<file path="config.mk">
export PLATFORM = sky130hd
export DESIGN_NAME = fetch_queue
export DESIGN_NICKNAME = d
export VERILOG_FILES = /design/src/rtl/fetch_queue.sv
export SDC_FILE = /design/constraint.sdc
export NUM_CORES = 1
export LEC_CHECK = 0
export CAP_MARGIN = 20
export CORE_MARGIN = 2
export CORE_UTILIZATION = 36
export DETAILED_ROUTE_END_ITERATION = 16
export HOLD_SLACK_MARGIN = 0.12
export SLEW_MARGIN = 0
export SYNTH_ARGS = -nofsm -noshare
export SYNTH_HDL_FRONTEND = slang
export SYNTH_SLANG_ARGS = --single-unit
</file>
<file path="constraint.sdc">
create_clock -name clk -period 3.8 [get_ports clk]
set_input_delay 0.76 -clock clk [delete_from_list [all_inputs] [get_ports clk]]
set_output_delay 0.76 -clock clk [all_outputs]
set_load 0.01 [all_outputs]
</file>
<file path="src/rtl/fetch_queue.sv">
// fetch_queue: byte-granular instruction prefetch queue.
// Fetches code bytes one at a time over a req/ack handshake into a circular
// buffer and presents a 7-byte window starting at the current EIP.
// Optional statistics counters are built when FETCH_QUEUE_STATS_EN is defined;
// otherwise stall_count/flush_count are tied to zero.
module fetch_queue #(
  parameter int unsigned DEPTH     = 16,
  parameter logic [31:0] RESET_EIP = 32'h0000_7c00
) (
  input  logic            clk,
  input  logic            rst_n,
  output logic            mem_req,
  output logic [31:0]     mem_addr,
  input  logic            mem_ack,
  input  logic [7:0]      mem_rdata,
  output logic [6:0][7:0] memory_eip,
  output logic [31:0]     eip,
  output logic            window_valid,
  input  logic            consume,
  input  logic [2:0]      consume_len,
  input  logic            jump,
  input  logic [31:0]     jump_target,
  output logic [31:0]     stall_count,
  output logic [31:0]     flush_count
);

  localparam int unsigned AW = $clog2(DEPTH);
  localparam int unsigned CW = AW + 1;
  localparam logic [CW-1:0] FULL_CNT   = CW'(DEPTH);
  localparam logic [CW-1:0] WINDOW_CNT = CW'(7);

  typedef enum logic [1:0] {
    ST_FILL = 2'd0,
    ST_WAIT = 2'd1,
    ST_DROP = 2'd2
  } state_t;

  state_t        state_q, state_d;
  logic [AW-1:0] hd_q, hd_d;
  logic [CW-1:0] count_q, count_d;
  logic [31:0]   eip_q, eip_d;
  logic [31:0]   drop_addr_q, drop_addr_d;
  logic [7:0]    buf_q [DEPTH];
  logic [7:0]    buf_d [DEPTH];

  logic [31:0]   fetch_addr;
  logic [AW-1:0] wr_idx;
  logic          take;
  logic [CW-1:0] len_c;

  // Registered-state views: request, address and the decode window
  always_comb begin
    fetch_addr   = eip_q + {{(32-CW){1'b0}}, count_q};
    mem_req      = (state_q == ST_WAIT) || (state_q == ST_DROP);
    mem_addr     = (state_q == ST_DROP) ? drop_addr_q : fetch_addr;
    eip          = eip_q;
    window_valid = (count_q >= WINDOW_CNT);
    wr_idx       = hd_q + count_q[AW-1:0];
    for (int unsigned i = 0; i < 7; i++) begin
      memory_eip[i] = buf_q[hd_q + AW'(i)];
    end
  end

  // A consume is honoured only with a full window, a non-zero length and no jump
  always_comb begin
    len_c = CW'(consume_len);
    take  = consume && window_valid && (consume_len != 3'd0) && !jump;
  end

  // Next-state: fetch FSM, queue pointers, EIP and byte storage
  always_comb begin
    state_d     = state_q;
    hd_d        = hd_q;
    count_d     = count_q;
    eip_d       = eip_q;
    drop_addr_d = drop_addr_q;
    buf_d       = buf_q;

    if (jump) begin
      eip_d   = jump_target;
      count_d = '0;
      case (state_q)
        ST_FILL: state_d = ST_WAIT;
        // An unacked request keeps its address via DROP; an acked one is
        // simply discarded and the next request goes to the new target.
        ST_WAIT: begin
          if (!mem_ack) begin
            state_d     = ST_DROP;
            drop_addr_d = fetch_addr;
          end
        end
        // Stale request still outstanding: remain in DROP; if its ack lands
        // now it is retired and fetching restarts at the new target.
        ST_DROP: state_d = mem_ack ? ST_WAIT : ST_DROP;
        default: state_d = ST_FILL;
      endcase
    end else begin
      if ((state_q == ST_WAIT) && mem_ack) begin
        buf_d[wr_idx] = mem_rdata;
        count_d       = count_d + CW'(1);
      end
      if (take) begin
        hd_d    = hd_q + len_c[AW-1:0];
        eip_d   = eip_q + {{(32-CW){1'b0}}, len_c};
        count_d = count_d - len_c;
      end
      case (state_q)
        ST_FILL: if (count_d < FULL_CNT) state_d = ST_WAIT;
        ST_WAIT: if (count_d >= FULL_CNT) state_d = ST_FILL;
        ST_DROP: if (mem_ack) state_d = ST_WAIT;
        default: state_d = ST_FILL;
      endcase
    end
  end

  // State, pointer and storage registers
  always_ff @(posedge clk or negedge rst_n) begin
    if (!rst_n) begin
      state_q     <= ST_FILL;
      hd_q        <= '0;
      count_q     <= '0;
      eip_q       <= RESET_EIP;
      drop_addr_q <= RESET_EIP;
      buf_q       <= '{default: '0};
    end else begin
      state_q     <= state_d;
      hd_q        <= hd_d;
      count_q     <= count_d;
      eip_q       <= eip_d;
      drop_addr_q <= drop_addr_d;
      buf_q       <= buf_d;
    end
  end

`ifdef FETCH_QUEUE_STATS_EN
  logic [31:0] stall_q, stall_d;
  logic [31:0] flush_q, flush_d;

  // Statistics: cycles without a full window, and accepted jumps
  always_comb begin
    stall_d = stall_q;
    flush_d = flush_q;
    if (!window_valid) stall_d = stall_q + 32'd1;
    if (jump)          flush_d = flush_q + 32'd1;
  end

  // Statistics registers
  always_ff @(posedge clk or negedge rst_n) begin
    if (!rst_n) begin
      stall_q <= '0;
      flush_q <= '0;
    end else begin
      stall_q <= stall_d;
      flush_q <= flush_d;
    end
  end

  assign stall_count = stall_q;
  assign flush_count = flush_q;
`else
  assign stall_count = '0;
  assign flush_count = '0;
`endif

endmodule

</file>
==> qor.txt, run 1 <==
Post-DP HPWL = 31200 µm
Die Y = 210 µm
Max-Cap Viols = 0
Main combinational cell family by area after synthesis = multiplexers
Pint = 8120 µW
Slowest CP cell = dfrtp_2
Synthesized cell area = 15200 µm²
Worst Setup Path Type = flip-flop to output pin
Crit path DAT = 2.99 ns
Commonest cells after routing, fill and taps aside = 194 x mux2_2, 187 x dfrtp_1, 147 x mux4_2
Die Area = 43900 µm²
Max Freq = 267 MHz
Nets@finish = 1525
Core ar. = 41900 µm²
IO Port Bufs = 169
Ys flop type = dfrtp_1
1st-pass router iterations = 7
Sequential Power Share = 0.280
First-pass GRT wire length = 70300 µm
Hold buffer count at CTS = 0
Synth unique cells = 61
Largest net degree at the start of global routing = 74
Gpl congestion = 0.831
Worst clock skew = 0.0255 ns
PwrDens = 663 nW/µm²
Leading cell type in the layout, fill and taps excluded = mux2_2
Worst Setup End Kind = output pin
DR DRC count = 0
CTS Sinks = 203
Routed WL = 46800 µm
Final setup violating endpoints = 0
Sequential share of the synthesized area = 0.335
Vias = 11500
M3 GR Usage = 0.0588
Clock power share = 0.193
Die width = 210 µm
Switching Power = 4660 µW
Vias per inst = 5.72
I/O pin count = 234
CTS tree = built
Clock Path Buffers = 3
Initial antenna violation count = 3
Yosys warns = 0
Worst Max-Slew Pin Slew = 0.870 ns
Number of global-route vias before repair = 11600
WP buf/inv = 3
Synth Area in XOR/XNOR = 0.0474
Comb power frac = 0.527
Initial Utilization = 0.364
Status = complete, no violations
Leakage power = 0.00845 µW
Number of synthesized flops with an enable pin = 0
Relative max-transition margin = 0.415
Layout area overhead = 26.6%
Wire per inst = 23.4 µm
Top Usage Layer GRT = met2
Initial DRC Count = 806
Synth Instances = 1219
Worst-path clk slew = 0.06 ns
Root Driver = clkbuf_16
Antenna-violating nets left = 0
Mux cell area share after synthesis = 0.402
Number of CTS-inserted buffers = 26
Async S/R FF share, synth = 1.00
Met2 Use GR = 0.336
Switching part of the total = 0.364
Synth Area in Adders = 0.0296
Required @ worst endpoint = 3.04 ns
Critical path startpoint category = flip-flop
Layout cells sized above 1 = 0.386
Worst-Skew Late Latency = 0.56 ns
Max stage delay on crit path = 0.44 ns
All-Layer GR Usage = 0.208
Avg Synthesized Cell Area = 12.5 µm²
Class of the worst hold path = input pin to asynchronous set/reset pin
Crit Path Max Fanout = 4
Fin crit share = 0.987
Synth Area in Compound Gates = 0.0474
Grt ovf = 0
Simple-gate share of the synthesized area = 0.0781
Final Max Tran Viols = 0
Final Hold Fails = 0
Crit-path cells = ha_1 -> a211oi_2 -> o21bai_2 -> a21oi_2 -> buf_6 -> buf_4 -> nor4_2 -> xor2_1 -> mux2_2 -> dlygate4sd2_1
Final Total Pwr = 12800 µW
Final min period = 3.75 ns
Worst VDD drop = 0.000397 V
Cell family with most CP delay = compound AO/OA/AOI/OAI gates
FF+latch count, synth = 203
RSZ-0062 raised after global routing = yes
FP Rows = 75
Setup TNS = 0 ns
H-tree depth = 1
Met1 usage = 0.271
cell families after synthesis:
group,after synthesis
other,1
and+or+nand+nor,239
buffers and inverters,161
adders and majority gates,33
AOI/OAI and AO/OA,122
xor gates and xnor gates,79
muxes,381
DFF,203
worst reg2reg max path, cell delays in order (launching register included):
cell	delay, ns
dfrtp_4	0.52
bufbuf_16	0.33
ha_1	0.25
fa_1	0.65
nor3b_1	0.30
nor2b_1	0.36
nand2_1	0.54
mux2_2	0.46
routing by layer:
layer  part of all wire  wire [µm]  vias up
li1                   -          -     4963
met1               0.40      18700     5884
met2               0.47      22100      511
met3              0.092       4290      104
met4              0.037       1710        2
met5            0.00034         16        -
path summary, 6_finish.rpt:
check                          startpoint              to  slack [ns]  depth (start not counted)
min in group clk           drop_addr_q[4]  drop_addr_q[4]        0.48                          2
max                                eip[1]    mem_addr[25]        0.05                         10
min                                 rst_n      buf_q[115]        0.18                          1
max reg2reg                       hd_q[0]        buf_q[8]        0.27                          7
min reg2reg                drop_addr_q[4]  drop_addr_q[4]        0.48                          2
max in group asynchronous           rst_n       buf_q[69]        2.70                          2
through the flow:
step                cell area [µm²]  hold slack, ns  instances  setup WS, ns  utilization
detailed placement            17600           0.473       1909         0.136        0.419
global route                  19300           0.249       2005       -0.0294        0.460
global placement              17500           0.464       1908        0.0920        0.419
floorplan                     15500           0.450       1282       0.00125            -
finish                        19300           0.181       2005        0.0509        0.460
CTS                           18900           0.231       1976       -0.0499        0.451
synthesized netlist by cell type (5+ instances only):
library cell  instances  area, µm²
a211oi_1             15        113
a21o_1                5       37.5
a21oi_1              31        155
and3_1                6       37.5
buf_1                 6       22.5
buf_2                37        185
buf_4                64        480
clkbuf_1             34        128
dfrtp_1             193       4830
dfstp_2              10        263
fa_1                  5        100
ha_1                 28        350
inv_1                15       56.3
mux2_2              194       2180
mux2i_1              26        260
mux4_1               17        447
mux4_2              143       3220
nand2_1              88        330
nand3_1              15       75.1
nand4_1              13       81.3
nor2_1               46        173
nor2b_1              13       81.3
nor3_1               22        110
nor3_2                5       50.1
nor4_1                9       56.3
o21ai_0              53        265
xnor2_1              44        385
xor2_1               31        272
power groups by stage:
stage	clock, µW	combinational (µW)	sequential (µW)
finish	2470	6740	3580
global route	2610	7160	3670
CTS	2540	6590	3540
detailed placement	0	6360	3570
global placement	0	6280	3500
floorplan	0	4150	3340
area by class of cell:
| cell class | count | area, µm² |
|---|---|---|
| diodes | 2 | 5.00 |
| clock buffers | 38 | 766 |
| clock inverters | 10 | 91.3 |
| flip-flops and latches | 203 | 5100 |
| fillers | 3805 | 22600 |
| inverters | 16 | 61.3 |
| well taps | 539 | 674 |
| multi-input cells | 918 | 9610 |
| repair buffers | 279 | 2950 |
registers in the layout, indices dropped and copies added (netlist names):
name	count
buf_q	128
drop_addr_q	32
eip	32
count_q	5
hd_q	4
state_q	2
repair_timing:
action                                 in CTS  in global routing
gates resized for setup                    84                 47
setup endpoints to repair                  81                 47
gates cloned                                6                  5
buffers inserted                           13                 22
endpoints found under the hold margin       0                  0
pin swaps                                   6                  6
Power figures use the tool's default switching activity.
==> inputs of run 2 (changes only) <==
--- a/config.mk
+++ b/config.mk
@@ -10,7 +10,7 @@
 export CORE_UTILIZATION = 36
 export DETAILED_ROUTE_END_ITERATION = 16
 export HOLD_SLACK_MARGIN = 0.12
-export SLEW_MARGIN = 0
+export SLEW_MARGIN = 20
 export SYNTH_ARGS = -nofsm -noshare
 export SYNTH_HDL_FRONTEND = slang
 export SYNTH_SLANG_ARGS = --single-unit
==> constraint.sdc (replaced) <==
create_clock -name clk -period 3.33 [get_ports clk]
set_input_delay 0.666 -clock clk [delete_from_list [all_inputs] [get_ports clk]]
set_output_delay 0.666 -clock clk [all_outputs]
set_load 0.01 [all_outputs]
==> qor.txt, run 2 (synthesis results as in run 1) <==
Die Area = 43900 µm² (unchanged)
Worst Max-Slew Pin Slew = 0.694 ns (-0.176 ns)
Leakage power = 0.00879 µW (+4.0%)
Layout area overhead = 33.9%
Number of CTS-inserted buffers = 26 (unchanged)
Commonest cells after routing, fill and taps aside = 189 x dfrtp_1, 182 x mux2_2, 160 x mux4_2
Layout cells sized above 1 = 0.501 (+0.115)
Final setup violating endpoints = 40 (+40)
Relative max-transition margin = 0.537 (+0.122)
Status = finished with violations
Vias = 11900 (+3.9%)
Root Driver = clkbuf_16
Clock Path Buffers = 3 (unchanged)
Leading cell type in the layout, fill and taps excluded = dfrtp_1
Core ar. = 41900 µm² (unchanged)
Non-filler cells, final = 2088 (+4.1%)
Nets@finish = 1610 (+5.6%)
PwrDens = 773 nW/µm² (+17%)
Seq. cell area = 5100 µm² (about the same)
Class of the worst hold path = input pin to asynchronous set/reset pin
Number of global-route vias before repair = 11700 (+0.83%)
WHS = 0.170 ns (-0.0108 ns)
Worst-Skew Late Latency = 0.55 ns (about the same)
Largest net degree at the start of global routing = 80 (+8.1%)
Worst setup margin = -0.133 ns (-0.184 ns)
RSZ-0062 raised after global routing = yes
Initial antenna violation count = 1 (-2)
Reg2reg path depth = 10 (+3)
Worst Setup Path Type = flip-flop to output pin
Number of flip-flops in the largest register = 128 (unchanged)
Grt ovf = 0 (unchanged)
Die width = 210 µm (unchanged)
R2R setup slack = 0.26 ns (about the same)
RR Startpoint = hd_q[1]
CTS Sinks = 203 (unchanged)
Worst clock skew = 0.0143 ns (-0.0112 ns)
Critical path startpoint category = flip-flop
Final Hold Fails = 0 (unchanged)
I/O pin count = 234 (unchanged)
Hold buffer count at CTS = 0 (unchanged)
Fin crit share = 1.04
Filler Cell Count = 3701 (-2.7%)
Crit Path Max Fanout = 6 (+2)
Final min period = 3.46 ns
Max-Cap Viols = 0 (unchanged)
H-tree depth = 1 (unchanged)
Worst VDD drop = 0.000497 V (+25%)
Placed insts = 1953 (+2.3%)
Footprint of the multi-input gates = 9810 µm² (+2.1%)
1st-pass router iterations = 5 (-2)
Crit path DAT = 2.80 ns (-0.19 ns)
Max Freq = 289 MHz
Post-layout util = 0.487 (+0.0265)
DR DRC count = 0 (unchanged)
Initial Utilization = 0.364 (unchanged)
Wire per inst = 23.1 µm (-1.1%)
Critical path endpoint = mem_addr[28]
First-pass GRT wire length = 72200 µm (+2.7%)
CTS tree = built
Initial DRC Count = 902 (+12%)
Setup TNS = -2.25 ns (-2.25 ns)
Vias per inst = 5.70 (-0.26%)
All-Layer GR Usage = 0.214 (+0.00587)
Final Max Tran Viols = 0 (unchanged)
Crit path from = eip[1]
Worst Setup End Kind = output pin
Die Y = 210 µm (unchanged)
Required @ worst endpoint = 2.66 ns (-0.38 ns)
Antenna-violating nets left = 0 (unchanged)
Post-DP HPWL = 31600 µm (+1.2%)
Worst-path clk slew = 0.06 ns (about the same)
Critical R2R Capture = buf_q[88]
FP Rows = 75 (unchanged)
Routed WL = 48200 µm (+3.0%)
Gpl congestion = 0.872 (+4.9%)
IO Port Bufs = 169 (unchanged)
Reg with most FFs = buf_q
Failing checks = setup timing
## run 2: what timing repair did
| action | CTS | global route |
|---|---|---|
| gates resized for setup | 445 | 88 |
| setup buffers | 44 | 27 |
| endpoints found under the setup margin | 84 | 82 |
| pin swaps | 18 | 19 |
| cloned | 16 | 5 |
## run 2: worst min-delay path by stage
| stage | cells after the start | from | end | slack (ns) |
|---|---|---|---|---|
| after floorplan | 0 | rst_n | buf_q[0] | 0.37 |
| after global placement | 2 | drop_addr_q[5] | drop_addr_q[5] | 0.46 |
| after detailed placement | 2 | drop_addr_q[5] | drop_addr_q[5] | 0.48 |
| after CTS | 1 | rst_n | buf_q[123] | 0.18 |
| after global routing | 1 | rst_n | buf_q[99] | 0.20 |
| final | 1 | rst_n | buf_q[99] | 0.17 |
## run 2: cell type report
class,instances,share of cell area
well taps,539,0.0331
clock buffers,39,0.0398
clock inverters,8,0.00577
diodes,1,0.000123
inverters,16,0.00319
repair buffers,364,0.186
flip-flops and latches,203,0.250
multi-input cells,918,0.482
## run 2: routing by layer
layer	wire length [µm]	vias up	track usage
met3	4540	110	0.0570
met5	0	-	0
met2	23200	600	0.355
met4	1830	0	0.0704
li1	-	5132	-
met1	18700	6066	0.274
## run 2: power breakdown
part	internal, µW	leakage, µW	total (µW)	switching (µW)
Sequential	3260	0.00264	4080	822
Clock	1900	0.000459	3040	1140
Combinational	4960	0.00569	8640	3670
## run 2: worst max-delay path: stages, from the launching register on
cell	delay, ns
dfrtp_2	0.44
buf_6	0.13
fa_2	0.38
a21o_1	0.17
a21oi_2	0.11
buf_4	0.14
o21ba_4	0.22
nor4_1	0.09
xor2_1	0.17
mux2_2	0.27
buf_2	0.14
## run 2: through the flow
step	setup slack (ns)	total power (µW)	area (µm²)
after floorplan	0.0319	8590	15500
after global placement	-0.0404	11300	18000
after detailed placement	-0.0250	11500	18000
after CTS	-0.152	15500	20000
after global routing	-0.223	16500	20400
final	-0.133	15800	20400
==> inputs of run 3 (changes only) <==
--- a/config.mk
+++ b/config.mk
@@ -6,11 +6,10 @@
 export NUM_CORES = 1
 export LEC_CHECK = 0
 export CAP_MARGIN = 20
-export CORE_MARGIN = 2
 export CORE_UTILIZATION = 36
 export DETAILED_ROUTE_END_ITERATION = 16
 export HOLD_SLACK_MARGIN = 0.12
-export SLEW_MARGIN = 20
+export SKIP_LAST_GASP = 1
 export SYNTH_ARGS = -nofsm -noshare
 export SYNTH_HDL_FRONTEND = slang
 export SYNTH_SLANG_ARGS = --single-unit
==> qor.txt, run 3 (synthesis results as in run 1) <==
Sequential Power Share = 0.259 (about the same)
Die Area = 43100 µm² (-1.9%)
I/O pin count = 234 (unchanged)
Post-DP HPWL = 30900 µm (-2.0%)
Slowest CP cell = dfrtp_1
Die Y = 208 µm (-0.95%)
Initial DRC Count = 923 (+2.3%)
Comb power frac = 0.561 (+0.013)
Gpl congestion = 0.860 (-1.4%)
R2R setup slack = 0.23 ns (-0.03 ns)
Core ar. = 41300 µm² (-1.3%)
All-Layer GR Usage = 0.217 (+0.00283)
Number of global-route vias before repair = 11800 (+0.53%)
Worst Setup Path Type = flip-flop to output pin
Max-Cap Viols = 0 (unchanged)
Number of flip-flops in the largest register = 128 (unchanged)
Final min period = 3.53 ns (+0.0695 ns)
Fin crit share = 1.06 (+0.0209)
Setup TNS = -4.09 ns (-1.83 ns)
Relative max-transition margin = 0.501 (-0.0362)
Pint = 10100 µW (about the same)
Largest net degree at the start of global routing = 82 (+2.5%)
Root Driver = clkbuf_16
Worst clock skew = 0.0297 ns (+0.0154 ns)
RSZ-0062 raised after global routing = yes
Final Max Tran Viols = 0 (unchanged)
Post-place setup slack = -0.0646 ns (-0.0395 ns)
Die width = 208 µm (-0.95%)
Leading cell type in the layout, fill and taps excluded = dfrtp_1
IO Port Bufs = 169 (unchanged)
Nets@finish = 1623 (+0.81%)
Reg with most FFs = buf_q
Clock power share = 0.181 (-0.012)
FP Rows = 74 (-1.3%)
Vias = 11900 (-0.34%)
Worst Setup End Kind = output pin
Crit path DAT = 2.87 ns (+0.07 ns)
Commonest cells after routing, fill and taps aside = 187 x dfrtp_1, 179 x mux2_2, 160 x mux4_2
Number of CTS-inserted buffers = 27 (+3.8%)
Vias per inst = 5.67 (-0.62%)
Failing checks = setup timing
Leakage power = 0.00894 µW (+1.7%)
Crit Path Max Fanout = 3 (-3)
CTS tree = built
Required @ worst endpoint = 2.66 ns (about the same)
DR DRC count = 0 (unchanged)
Switching part of the total = 0.361 (+0.00313)
Routed WL = 48000 µm (-0.56%)
First-pass GRT wire length = 72300 µm (about the same)
Reg2reg path depth = 11 (+1)
WHS = 0.131 ns (-0.0394 ns)
PwrDens = 768 nW/µm² (-0.72%)
1st-pass router iterations = 5 (unchanged)
Crit-path cells = ha_2 -> fa_2 -> a21o_1 -> a21oi_4 -> o21ba_4 -> buf_6 -> nor3_2 -> xor2_1 -> mux2_4 -> buf_6
ANT cells = 0 (-1)
WP buf/inv = 2 (-1)
Switching Power = 5710 µW (+1.3%)
Worst-path clk slew = 0.06 ns (about the same)
Final setup violating endpoints = 45 (+13%)
RR Startpoint = hd_q[1]
Worst Max-Slew Pin Slew = 0.748 ns (+0.0544 ns)
Layout area overhead = 35.5%
CTS Sinks = 203 (unchanged)
Worst-Skew Late Latency = 0.57 ns (+0.02 ns)
H-tree depth = 1 (unchanged)
Initial Utilization = 0.368 (+0.00491)
Layout cells sized above 1 = 0.501 (about the same)
Max stage delay on crit path = 0.38 ns (-0.06 ns)
Final Hold Fails = 0 (unchanged)
Crit-path most repeated cell = buf_6
Max Freq = 283 MHz (-2.0%)
DP Area = 18000 µm² (+0.12%)
Worst setup margin = -0.203 ns (-0.0695 ns)
Wire per inst = 22.9 µm (-0.85%)
Grt ovf = 0 (unchanged)
Antenna-violating nets left = 0 (unchanged)
Final Cell Area = 20600 µm² (+1.2%)
Final Total Pwr = 15800 µW (+0.47%)
Critical R2R Capture = buf_q[104]
Critical path startpoint category = flip-flop
Clock Path Buffers = 3 (unchanged)
Status = finished with violations
Worst VDD drop = 0.000521 V (+4.8%)
Class of the worst hold path = input pin to asynchronous set/reset pin
Cell family with most CP delay = compound AO/OA/AOI/OAI gates
Filler Cell Count = 3525 (-4.8%)
Initial antenna violation count = 1 (unchanged)
-- run 3: routing by layer --
layer	part of all wire	global-route usage	vias up
met3	0.082	0.0542	127
met1	0.39	0.272	6015
met5	0.00027	0	-
met2	0.49	0.361	574
li1	-	-	5150
met4	0.041	0.0831	2
-- run 3: worst max path at each step --
| stage | to | from | cells after the start |
|---|---|---|---|
| global placement | mem_addr[28] | eip[0] | 9 |
| detailed placement | mem_addr[28] | eip[0] | 9 |
| floorplan | memory_eip[25] | hd_q[0] | 10 |
| CTS | mem_addr[28] | count_q[0] | 9 |
| global route | mem_addr[12] | eip[0] | 10 |
| finish | mem_addr[10] | eip[0] | 10 |
-- run 3: timing repair --
action	CTS	global route
hold buffers	0	0
cloned	12	5
pin swaps	32	26
resized for setup	402	143
buffers inserted	60	36
endpoints found under the setup margin	84	81
-- run 3: power by group through the flow --
stage	Clock, µW	Sequential (µW)	Combinational [µW]
2_1_floorplan	0	3820	4770
3_3_place_gp	0	4000	7320
3_5_place_dp	0	4070	7420
4_1_cts	2930	4040	8330
5_1_grt	3020	4200	9340
6_report	2860	4090	8870
-- run 3: cell type report --
| class | count | area [µm²] | area share |
|---|---|---|---|
| Clock buffer | 37 | 733 | 0.0356 |
| Timing Repair Buffer | 376 | 4020 | 0.195 |
| Sequential cell | 203 | 5100 | 0.248 |
| Multi-Input combinational cell | 918 | 9900 | 0.480 |
| Tap cell | 532 | 666 | 0.0323 |
| Inverter | 16 | 63.8 | 0.00309 |
| Clock inverter | 12 | 130 | 0.00631 |
-- run 3: per-stage QoR --
step / utilization / cells
global route: 0.499 / 2094
global placement: 0.436 / 1941
CTS: 0.487 / 2062
floorplan: - / 1282
detailed placement: 0.436 / 1941
finish: 0.499 / 2094
-- run 3: worst register-to-register path, delay by kind of cell (launching register included) --
kind | cells | cell delay, ns
buf+inv | 4 | 0.86
simple gates | 2 | 0.17
flops | 1 | 0.49
xor+xnor | 1 | 0.38
mux | 1 | 0.37
compound gates | 2 | 0.41
fa+ha+maj | 1 | 0.30
